===== config.mk =====
export PLATFORM = sky130hd
export DESIGN_NAME = kogge_stone
export DESIGN_NICKNAME = d
export VERILOG_FILES = /design/src/rtl/kogge_stone_pkg.sv /design/src/rtl/ks_prefix_cell.sv /design/src/rtl/kogge_stone.sv
export SDC_FILE = /design/constraint.sdc
export NUM_CORES = 1
export LEC_CHECK = 0
export ABC_CLOCK_PERIOD_IN_PS = 4400
export CAP_MARGIN = 0
export CORE_UTILIZATION = 40
export DETAILED_ROUTE_END_ITERATION = 7
export GPL_TIMING_DRIVEN = 0
export PLACE_DENSITY = 0.73
export SYNTH_ARGS = -nofsm -noshare
export SYNTH_HDL_FRONTEND = slang
export SYNTH_HIERARCHICAL = 1
export SYNTH_SLANG_ARGS = --single-unit

===== constraint.sdc =====
create_clock -name clk -period 4.4 [get_ports clk]
set_input_delay 0.44 -clock clk [delete_from_list [all_inputs] [get_ports clk]]
set_output_delay 0.44 -clock clk [all_outputs]
set_load 0.03 [all_outputs]

===== src/rtl/kogge_stone_pkg.sv =====
// Shared constants for the Kogge-Stone adder: default operand width and prefix depth.
package kogge_stone_pkg;

  localparam int unsigned DEFAULT_WIDTH = 32;

  function automatic int unsigned ks_levels(input int unsigned w);
    return 32'($clog2(w));
  endfunction

  localparam int unsigned LEVELS = ks_levels(DEFAULT_WIDTH);

endpackage


===== src/rtl/ks_prefix_cell.sv =====
// Kogge-Stone prefix operator: merges a high (g,p) span with the adjacent lower span.
module ks_prefix_cell (
  input  logic gh,
  input  logic ph,
  input  logic gl,
  input  logic pl,
  output logic g_c,
  output logic p_c
);

  assign g_c = gh | (ph & gl);
  assign p_c = ph & pl;

endmodule


===== src/rtl/kogge_stone.sv =====
// Registered WIDTH-bit adder with carry-in; carries come from a Kogge-Stone prefix tree.
module kogge_stone
  import kogge_stone_pkg::*;
#(
  parameter int unsigned WIDTH = DEFAULT_WIDTH
) (
  input  logic             clk,
  input  logic             rst_n,
  input  logic [WIDTH-1:0] A,
  input  logic [WIDTH-1:0] B,
  input  logic             Cin,
  input  logic             in_valid,
  output logic [WIDTH-1:0] S,
  output logic             Cout,
  output logic             out_valid
);

  localparam int unsigned LVL = ks_levels(WIDTH);

  if (WIDTH < 4 || WIDTH > 64 || (WIDTH & (WIDTH - 1)) != 0) begin : g_bad_width
    $error("kogge_stone: WIDTH must be a power of two between 4 and 64");
  end

  logic [WIDTH-1:0] gb;
  logic [WIDTH-1:0] pb;
  logic             g0m;
  logic             p0m;
  logic [WIDTH:0]   carry;
  logic [WIDTH-1:0] sum_c;
  logic             cout_c;
  logic [WIDTH-1:0] p_final_unused;

  assign gb = A & B;
  assign pb = A ^ B;

  // Cin is the bit -1 node (G=Cin, P=0); folding it into bit 0 up front lets
  // LVL levels reach from every bit all the way down to the carry-in.
  ks_prefix_cell u_cin (
    .gh  (gb[0]),
    .ph  (pb[0]),
    .gl  (Cin),
    .pl  (1'b0),
    .g_c (g0m),
    .p_c (p0m)
  );

  for (genvar k = 0; k < LVL; k++) begin : g_lvl
    localparam int unsigned SPAN = 32'(1) << k;
    logic [WIDTH-1:0] gin;
    logic [WIDTH-1:0] pin;
    logic [WIDTH-1:0] gout;
    logic [WIDTH-1:0] pout;

    if (k == 0) begin : g_src
      assign gin = {gb[WIDTH-1:1], g0m};
      assign pin = {pb[WIDTH-1:1], p0m};
    end else begin : g_src
      assign gin = g_lvl[k-1].gout;
      assign pin = g_lvl[k-1].pout;
    end

    // Bits whose partner would lie below the carry-in already hold a complete prefix.
    for (genvar i = 0; i < WIDTH; i++) begin : g_bit
      if (i >= SPAN) begin : g_cell
        ks_prefix_cell u_cell (
          .gh  (gin[i]),
          .ph  (pin[i]),
          .gl  (gin[i-SPAN]),
          .pl  (pin[i-SPAN]),
          .g_c (gout[i]),
          .p_c (pout[i])
        );
      end else begin : g_pass
        assign gout[i] = gin[i];
        assign pout[i] = pin[i];
      end
    end
  end

  // carry[i] is the carry into bit i; the top entry is the carry-out.
  assign carry          = {g_lvl[LVL-1].gout, Cin};
  assign p_final_unused = g_lvl[LVL-1].pout;
  assign sum_c          = pb ^ carry[WIDTH-1:0];
  assign cout_c         = carry[WIDTH];

  // Output stage: result held across idle cycles, valid strobes for one cycle.
  always_ff @(posedge clk) begin
    if (!rst_n) begin
      S         <= '0;
      Cout      <= 1'b0;
      out_valid <= 1'b0;
    end else begin
      out_valid <= in_valid;
      if (in_valid) begin
        S    <= sum_c;
        Cout <= cout_c;
      end
    end
  end

endmodule


==> results of run 1 <==
[worst max-delay path by stage]
stage | startpoint | endpoint | slack, ns
final | A[0] | Cout$_SDFFE_PN0P_ | 1.85
after global routing | A[0] | Cout$_SDFFE_PN0P_ | 1.74
after CTS | A[0] | Cout$_SDFFE_PN0P_ | 1.85
after detailed placement | A[0] | Cout$_SDFFE_PN0P_ | 1.54
after global placement | A[0] | Cout$_SDFFE_PN0P_ | 1.58
after floorplan | A[0] | Cout$_SDFFE_PN0P_ | 2.22
[state kept, by name, indices dropped and copies added (netlist names)]
signal	count
Cout	1
S	32
out_valid	1
[worst reg2reg max path: cells and delay by family (launching register included)]
| family | cells | cell delay (ns) |
|---|---|---|
| flops | 1 | 0.31 |
| compound gates | 2 | 0.23 |
[area by class of cell]
| class | count | area (µm²) |
|---|---|---|
| Fill cell | 841 | 3890 |
| Multi-Input combinational cell | 359 | 2890 |
| Timing Repair Buffer | 100 | 1000 |
| Sequential cell | 34 | 681 |
| Tap cell | 108 | 135 |
| Buffer | 10 | 113 |
| Clock buffer | 7 | 86.3 |
| Clock inverter | 1 | 5.00 |
[metal layers]
metal,GRT usage (%),wire [µm]
met3,1.79,392
met5,0,0
met4,5.94,132
met1,28.7,4810
met2,35.1,4530
[metrics by stage]
stage / instance area (µm²) / util (%) / setup slack (ns) / cells
global route: 4910 / 55.8 / 1.74 / 619
global placement: 4820 / 54.8 / 1.58 / 611
finish: 4910 / 55.8 / 1.85 / 619
floorplan: 3690 / - / 2.22 / 403
CTS: 4910 / 55.8 / 1.85 / 619
detailed placement: 4820 / 54.8 / 1.54 / 611
[layout by cell type (no fill, tap or decap), types with 5 or more instances in the layout]
| cell | instances |
|---|---|
| dfxtp_1 | 34 |
| xnor2_1 | 32 |
| clkbuf_8 | 7 |
| clkdlybuf4s50_1 | 100 |
| and2_2 | 98 |
| a21o_1 | 130 |
| o21ai_1 | 15 |
| o21ai_2 | 14 |
| a21oi_2 | 28 |
| ha_1 | 32 |
| buf_6 | 5 |
[report_power, final]
group / switching (mW) / internal, mW / leakage (nW)
Sequential: 0.0193 / 0.340 / 0.283
Combinational: 0.324 / 0.312 / 2.25
Clock: 0.112 / 0.126 / 0.0482
Total: 0.455 / 0.778 / 2.58
==> run metrics, run 1 <==
Final Hold Viols=0; RSZ-0062 raised after global routing=false; worst slew pin tran=0.409 ns; Setup crit end kind=flip-flop; Final min period=approximately 2.6 ns; clk root buf=clkbuf_8; CTS tree=yes; maximum clock frequency=just under 0.4 GHz; fin. max-slew vios=0; synthesized area per cell=9.15 µm²; CP required=between 4 and 5 ns; area delta synth->final=33.3%; first-pass GRT wire length=roughly 16 mm; Vias/cell=approximately 5.2; Post-DP HPWL=between 8 and 9 mm; Layout Skew=0 ns; R2R cell count=2; Hold Path Stages=3; CP top delay family=compound AO/OA/AOI/OAI gates; Initial Util=41.9%; hold_ws=around 0.49 ns; final setup fails=0; Leak=about 2.6 nW; io pins=~100; GRT Resource Usage Total=21.0%; Antenna Violating Nets Remaining=0; Nets=~600; clock sink count=34; CP Launch Type=input pin; setup TNS=0 ns; overall power=approximately 1.2 mW; core box area=roughly 9000 µm²; reg2reg start=S[31]$_SDFFE_PN0P_; Hold Crit Class=input pin to flip-flop; # Post-CTS Setup Buffers=0; Diodes inserted=0; slowest stage delay, CP=about 0.4 ns; cts bufs inserted=5; Worst-Skew Late Latency=roughly 0.29 ns; Slowest cell on crit path=clkdlybuf4s50_1; violation count after the first detailed-route iteration=roughly 130; First-pass DRT Iterations=8; total gr overflow=0; period utilisation layout=between 50 and 60%; Post-CTS Resized=0; port buffer count=100; Pwr per Cell Area=around 250 nW/µm²; R2R setup slack=~3.7 ns; crit path kind=input pin to flip-flop; hold_buf cts=0; DRC errors left=4; share of post-route cells with drive strength above 1=roughly 30%; Peak VDD IR=around 0.10 mV; full die area=9600 µm²; Via Count=around 3200; crit path buf inv count=1; RD Place Congestion=approximately 0.92; initial antenna violation count=0; die height=about 100 µm; hold path endpoint=S[30]$_SDFFE_PN0P_; clock buffer depth=2; CTS clock-pin slew for the worst setup and hold paths=approximately 0.07 ns; status=finished, violations left; wire per inst=15.9 µm; vias in the first global route=around 3300; r2r endpoint=S[31]$_SDFFE_PN0P_; post-synthesis cell count=slightly above 400; Mapped Area=roughly 3700 µm²; WL final=9.86 mm; failing checks=design-rule violations; CP Max Fanout=6; Post-Syn Nets=approximately 500; Max-cap violations=0; Site Rows=34; Crit path depth=10; relative slew slack=between 70 and 80%; Worst EP arrival=about 2.7 ns; largest net degree at the start of global routing=11; H-tree depth=2; Warnings, synthesis=6; min-delay src=in_valid; Die X-Extent=between 90 and 100 µm; critical-path cell list=clkdlybuf4s50_1 -> ha_1 -> a21o_1 -> a21o_1 -> a21o_1 -> a21o_1 -> a21o_1 -> a21o_1 -> mux2i_1 -> nor2b_1; most frequent CP cell=a21o_1
(Power assumes the default switching activity.)
==> inputs of run 2 (changes only) <==
Settings changed: ABC_CLOCK_PERIOD_IN_PS 4400 to 2260, PLACE_DENSITY 0.73 to 0.75.
Clock period 4.4 ns to 2.26 ns, I/O delays scaled along.
==> run 2 against run 1 <==
  * The run still ends with design-rule violations left
  * Power grew 97%
  * Register-to-register slack worse by 2.1 ns
  * Non-clock buffer count grew 2
  * Worst hold slack lost 0.22 ns
  * Wire length shrank 2.8%
  * Clock-buffer cell count down 1
  * Cell count increased by 0.32%
  * Sequential cell count unchanged
  * Combinational power increased by 98%
  * Global-route usage decreased by 0.32 points
  * Clock skew unchanged
  * Critical path type unchanged
  * Largest power group unchanged
==> run metrics, run 2 (same netlist as run 1, synthesis figures left out) <==
share of post-route cells with drive strength above 1=32.7% (+2.0 points); first-pass GRT wire length=16.0 mm (-0.47%); clock buffer depth=2 (unchanged); status=finished, violations left; total gr overflow=0 (unchanged); H-tree depth=2 (unchanged); full die area=9600 µm² (unchanged); most frequent cells in the layout=a21o_1 (129), clkdlybuf4s50_1 (99), and2_2 (98); crit path kind=input pin to flip-flop; CTS clock-pin slew for the worst setup and hold paths=0.07 ns (about the same); wire per inst=15.4 µm (-3.1%); Peak VDD IR=0.289 mV (+170%); period utilisation layout=between 90% and 100%; CP Launch Type=input pin; DRC errors left=6 (+2); First-pass DRT Iterations=8 (unchanged); critical-path cell list=clkdlybuf4s50_1 -> ha_4 -> a21o_4 -> a21o_1 -> a21o_1 -> a21o_1 -> a21o_1 -> a21o_1 -> mux2i_1 -> nor2b_1; slowest stage delay, CP=0.50 ns (+0.10 ns); min setup slack post-route=0.0794 ns (-1.77 ns); Slowest cell on crit path=clkdlybuf4s50_1; Post-Layout Cell Count=621 (+0.32%); initial antenna violation count=0 (unchanged); fin. max-slew vios=0 (unchanged); GRT Resource Usage Total=20.7% (-0.32 points); RD Place Congestion=0.919 (about the same); CP required=2.44 ns (-2.15 ns); Hold Crit Class=input pin to flip-flop; Max-cap violations=0 (unchanged); Die X-Extent=98.0 µm (unchanged); filler instances=815 (-3.1%); WL final=9.59 mm (-2.8%); final setup fails=0 (unchanged); relative slew slack=73.5% (+1.0 points); Multi-input gate area=2950 µm² (+2.1%); maximum clock frequency=~0.46 GHz; io pins=102 (unchanged); Nets=612 (+0.33%); setup TNS=0 ns (unchanged); crit path buf inv count=1 (unchanged); most frequent CP cell=a21o_1; Pwr per Cell Area=486 nW/µm² (+94%); RSZ-0062 raised after global routing=false; clk root buf=clkbuf_8; CTS tree=yes; die height=98.0 µm (unchanged); most common cell after layout, fill and taps aside=a21o_1; Worst-Skew Late Latency=0.28 ns (about the same); max reg flops=32 (unchanged); Via Count=3218 (-0.68%); Layout Skew=0 ns (unchanged); Setup crit end kind=flip-flop; area delta synth->final=35.5%; Worst EP arrival=2.36 ns (-0.38 ns); Initial Util=41.9% (unchanged); Leak=2.63 nW (+1.7%); CP Max Fanout=6 (unchanged); biggest regs=S x32, Cout x1, out_valid x1; Biggest register=S; core box area=8810 µm² (unchanged); violation count after the first detailed-route iteration=121 (-5.5%); cts bufs inserted=5 (unchanged); Final min period=about 2.2 ns; Post-DP HPWL=8.49 mm (-2.4%); port buffer count=100 (unchanged); Antenna Violating Nets Remaining=0 (unchanged); pre-CTS setup slack=-0.344 ns (-1.89 ns); register area=681 µm² (unchanged); Site Rows=34 (unchanged); overall power=2.43 mW (+97%); worst slew pin tran=0.394 ns (-0.0149 ns); vias in the first global route=3337 (+0.36%); largest net degree at the start of global routing=12 (+1); clock sink count=34 (unchanged); Final Hold Viols=0 (unchanged); failing checks=design-rule violations; Placed Cells=611 (unchanged); Diodes inserted=0 (unchanged); CP top delay family=compound AO/OA/AOI/OAI gates; Vias/cell=5.18 (-1.0%)
==> run 2: cell count changes in the layout (fill, tap and decap cells not counted), moves of 2 or more <==
cell     change
buf_4        +2
ha_1         -2
xnor2_1      -5
xnor2_2      +5
==> run 2: routing by layer <==
| metal | share of wire, % | track usage (%) | wire, µm |
|---|---|---|---|
| met2 | 46 | 34.2 | 4380 |
| met5 | 0 | 0 | 0 |
| met4 | 1.7 | 5.71 | 164 |
| met1 | 49 | 28.4 | 4680 |
| met3 | 3.7 | 2.22 | 359 |
==> run 2: worst paths after layout <==
check	end	cells past startpoint	slack, ns	start
max	Cout$_SDFFE_PN0P_	10	0.08	B[0]
min	S[0]$_SDFFE_PN0P_	3	0.27	in_valid
max reg2reg	S[31]$_SDFFE_PN0P_	2	1.63	S[31]$_SDFFE_PN0P_
min reg2reg	S[21]$_SDFFE_PN0P_	2	0.50	S[21]$_SDFFE_PN0P_
==> run 2: power by group <==
group          leakage [nW]  switching [mW]  internal, mW
Clock                0.0472           0.224         0.245
Combinational          2.30           0.631         0.629
Sequential            0.283          0.0368         0.662
Total                  2.63           0.892          1.54
==> run 2: worst register-to-register path, delay by kind of cell, from the launching register on <==
kind	cells	cell delay (ns)
AOI/OAI and AO/OA	2	0.22
DFF	1	0.31
==> run 2: repair_timing <==
item                                    4_1_cts  5_1_grt
cloned                                        0        0
hold endpoints to repair                      0        0
endpoints found under the setup margin        1        9
pin swaps                                     2        1
gates resized for setup                       2        8
setup buffers                                 2        0
hold buffers                                  0        0
==> run 2: final cells by class <==
cell class                 count  share of cell area (%)
clock inverter                 2                   0.251
sequential                    34                    13.6
tap                          108                    2.71
multi-input combinational    359                    59.1
buffer                        10                    2.25
clock buffer                   6                    1.65
timing repair buffer         102                    20.4
==> run 2: metrics by stage <==
| stage | utilization (%) | hold slack [ns] | instance area (µm²) |
|---|---|---|---|
| floorplan | - | 0.354 | 3690 |
| global placement | 54.8 | 0.490 | 4820 |
| detailed placement | 54.8 | 0.496 | 4820 |
| CTS | 56.1 | 0.274 | 4940 |
| global route | 56.7 | 0.279 | 4990 |
| finish | 56.7 | 0.272 | 4990 |
==> inputs of run 3 (changes only) <==
Settings changed: ABC_AREA set to 1, PLACE_DENSITY 0.75 to 0.76, SYNTH_HIERARCHICAL 1 to not set.
==> run 3 against run 2 <==
  * The run now ends clean
  * Via count rose by 27%
  * Core utilization fell by 0.65 points
  * Setup slack improved by 0.022 ns
  * Highest routed layer unchanged
==> run metrics, run 3 <==
area of placed instances=4790 µm² (-0.73%); wire per inst=11.7 µm (-24%); reg2reg start=S[8]$_SDFFE_PN0P_; ys async rst share=0%; Final Hold Viols=0 (unchanged); Antenna Violating Nets Remaining=0 (unchanged); R2R cell count=4 (+2); area share of fa/ha/maj cells after synthesis=a little under an eighth; Placed Cells=866 (+42%); Vias/cell=4.65 (-10%); final instance area=4910 µm² (-1.6%); filler instances=917 (+13%); share of post-route cells with drive strength above 1=5.34% (-27 points); critical-path cell list=clkdlybuf4s50_1 -> fa_2 -> fa_2 -> nand3_1 -> nand3_2 -> nand3_1 -> nand3_2 -> nand2_1 -> a21oi_1 -> nor2_1 -> nor2_1; pre-CTS setup slack=-0.422 ns (-0.0776 ns); clock buffer depth=2 (unchanged); initial antenna violation count=0 (unchanged); io pins=102 (unchanged); Diodes inserted=0 (unchanged); final setup fails=0 (unchanged); CP Launch Type=input pin; vias in the first global route=3671 (+10%); sequential fraction of design power=30.4% (+1.6 points); cts bufs inserted=5 (unchanged); count leader, synth=nand2_1; Post-Layout Cell Count=876 (+41%); register area=681 µm² (unchanged); min setup slack post-route=0.102 ns (+0.0222 ns); Multi-input gate area=2440 µm² (-17%); WL final=10.3 mm (+7.0%); most frequent cells in the layout=nand2_1 (221), inv_1 (133), clkdlybuf4s50_1 (100); post-synthesis cell count=658 (+63%); relative slew slack=68.1% (-5.4 points); Biggest register=S; die height=97.5 µm (-0.47%); Final min period=2.16 ns (-0.0222 ns); area delta synth->final=34.6%; First-pass DRT Iterations=5 (-3); overall power=2.27 mW (-6.3%); dominant cells by area after synthesis=nand2_1 (23%), dfxtp_1 (19%), inv_1 (14%); clk root buf=clkbuf_8; Die X-Extent=97.5 µm (-0.47%); H-tree depth=2 (unchanged); clock power share=20.2% (+0.9 points); synthesized area per cell=5.55 µm² (-39%); multiplexer area fraction after synthesis=0%; GRT Resource Usage Total=21.9% (+1.3 points); Nets=868 (+42%); slowest stage delay, CP=0.44 ns (-0.06 ns); R2R setup slack=1.53 ns (-0.10 ns); CTS tree=yes; max reg flops=32 (unchanged); crit path kind=input pin to flip-flop; status=complete, no violations; xor/xnor cell area share of the yosys netlist=3.60%; Setup crit end kind=flip-flop; port buffer count=100 (unchanged); full die area=9510 µm² (-0.94%); setup TNS=0 ns (unchanged); Most used DFF post-synth=dfxtp_1; Post-DP HPWL=8.92 mm (+5.1%); Hold Crit Class=input pin to flip-flop; Yosys top cell by area=nand2_1; first-pass GRT wire length=17.1 mm (+6.5%); period utilisation layout=95.5% (-0.98 points); Post-Syn Nets=759 (+51%); hold_buf cts=0 (unchanged); biggest regs=S x32, Cout x1, out_valid x1; r2r endpoint=S[8]$_SDFFE_PN0P_; Pwr per Cell Area=463 nW/µm² (-4.7%); Via Count=4072 (+27%); Netlist cell types=27; switch share=39.8% (+3.0 points); total gr overflow=0 (unchanged); violation count after the first detailed-route iteration=207 (+71%); Site Rows=34 (unchanged); number of synthesized flops with an enable pin=0; Mapped Area=3650 µm² (-0.95%); P_int=1.37 mW (-11%); core box area=8760 µm² (-0.48%); Worst EP arrival=2.34 ns (-0.02 ns); Comb power frac=49.3% (-2.6 points); CTS clock-pin slew for the worst setup and hold paths=0.07 ns (about the same); Max-cap violations=0 (unchanged); Peak VDD IR=0.209 mV (-28%); maximum clock frequency=0.463 GHz (+1.0%); fin. max-slew vios=0 (unchanged); Layout Skew=0 ns (unchanged); Leak=2.76 nW (+5.1%); Net Switching=905 µW (+1.5%); Initial Util=41.7% (-0.20 points); worst slew pin tran=0.478 ns (+0.0837 ns); Synth Area in Compound Gates=under 10%; Seq cells post-synth=34; Slowest cell on crit path=clkdlybuf4s50_1; Post-Synth Simple-Gate Area=approximately 44%; DRC errors left=0 (-6); top-area cell type share of the netlist area=22.9%; largest family of logic cells by synthesized area=simple AND/OR/NAND/NOR gates; critical path capture point=S[28]$_SDFFE_PN0P_; Warnings, synthesis=0 (-6); largest net degree at the start of global routing=11 (-1); Crit. Startpoint=Cin; CP Max Fanout=4 (-2); Seq/Total Area, Yosys=18.6%; most common cell after layout, fill and taps aside=nand2_1; Synth top cells by count=nand2_1 (223), inv_1 (133), nor2_1 (85); Worst-Skew Late Latency=0.29 ns (about the same); RD Place Congestion=0.860 (-6.4%); CP required=2.44 ns (about the same); clock sink count=34 (unchanged)
[run 3: cell count changes in the layout (fill, tap and decap cells not counted), sizes merged, moves of 3 or more]
cell	delta
a21oi	-10
and2	-99
xnor2	-24
nand3	+52
o21ai	-10
a21o	-128
inv	+133
buf	-5
nor3	+5
clkbuf	+3
nand2	+232
xor2	+7
nand4	+3
nor2	+92
[run 3: cell type report]
type,instances,share of cell area (%)
multi-input combinational,482,49.7
timing repair buffer,102,20.7
sequential,34,13.9
inverter,134,10.2
tap,108,2.75
clock buffer,7,1.76
buffer,8,0.891
clock inverter,1,0.102
[run 3: per-stage QoR]
step / hold slack [ns] / utilization, %
4_1_cts: 0.380 / 55.7
3_5_place_dp: 0.482 / 54.6
3_3_place_gp: 0.467 / 54.6
2_1_floorplan: 0.368 / -
5_1_grt: 0.423 / 56.1
6_report: 0.390 / 56.1
[run 3: worst min path at each step]
stage | start | endpoint | slack, ns | cells after the start
floorplan | rst_n | S[10]$_SDFFE_PN0P_ | 0.37 | 2
global placement | S[14]$_SDFFE_PN0P_ | S[14]$_SDFFE_PN0P_ | 0.47 | 2
detailed placement | S[10]$_SDFFE_PN0P_ | S[10]$_SDFFE_PN0P_ | 0.48 | 2
CTS | in_valid | out_valid$_SDFF_PN0_ | 0.38 | 3
global route | in_valid | out_valid$_SDFF_PN0_ | 0.42 | 3
finish | in_valid | out_valid$_SDFF_PN0_ | 0.39 | 3
[run 3: worst max-delay path: cells and delay by family]
kind | cells | cell delay (ns)
AO/OA/AOI/OAI | 1 | 0.07
adder cells (fa/ha/maj) | 2 | 0.86
buffers and inverters | 1 | 0.44
AND/OR/NAND/NOR | 7 | 0.73
[run 3: timing repair]
| item | CTS | global route |
|---|---|---|
| gates resized for setup | 2 | 4 |
| setup endpoints to repair | 5 | 3 |
| buffers inserted | 0 | 2 |
| pin swaps | 0 | 2 |
[run 3: power by group through the flow]
stage                     Combinational (mW)  Sequential, mW  Clock, mW
after floorplan                        0.581           0.819          0
after global placement                  1.10           0.703          0
after detailed placement                1.11           0.706          0
after CTS                               1.11           0.693      0.468
after global routing                    1.24           0.699      0.492
final                                   1.12           0.692      0.460
[run 3: metal layers]
| metal | vias to the layer above | part of all wire (%) | global-route usage, % |
|---|---|---|---|
| met5 | - | 0 | 0 |
| met2 | 97 | 44 | 35.9 |
| met4 | 0 | 0.90 | 4.19 |
| met3 | 8 | 5.4 | 1.65 |
| li1 | 2208 | - | - |
| met1 | 1759 | 50 | 31.5 |
[run 3: cells by family after synthesis]
group | after synthesis
xor gates and xnor gates | 15
buffers and inverters | 142
adders and majority gates | 33
and+or+nand+nor | 385
DFF | 34
AOI/OAI and AO/OA | 49
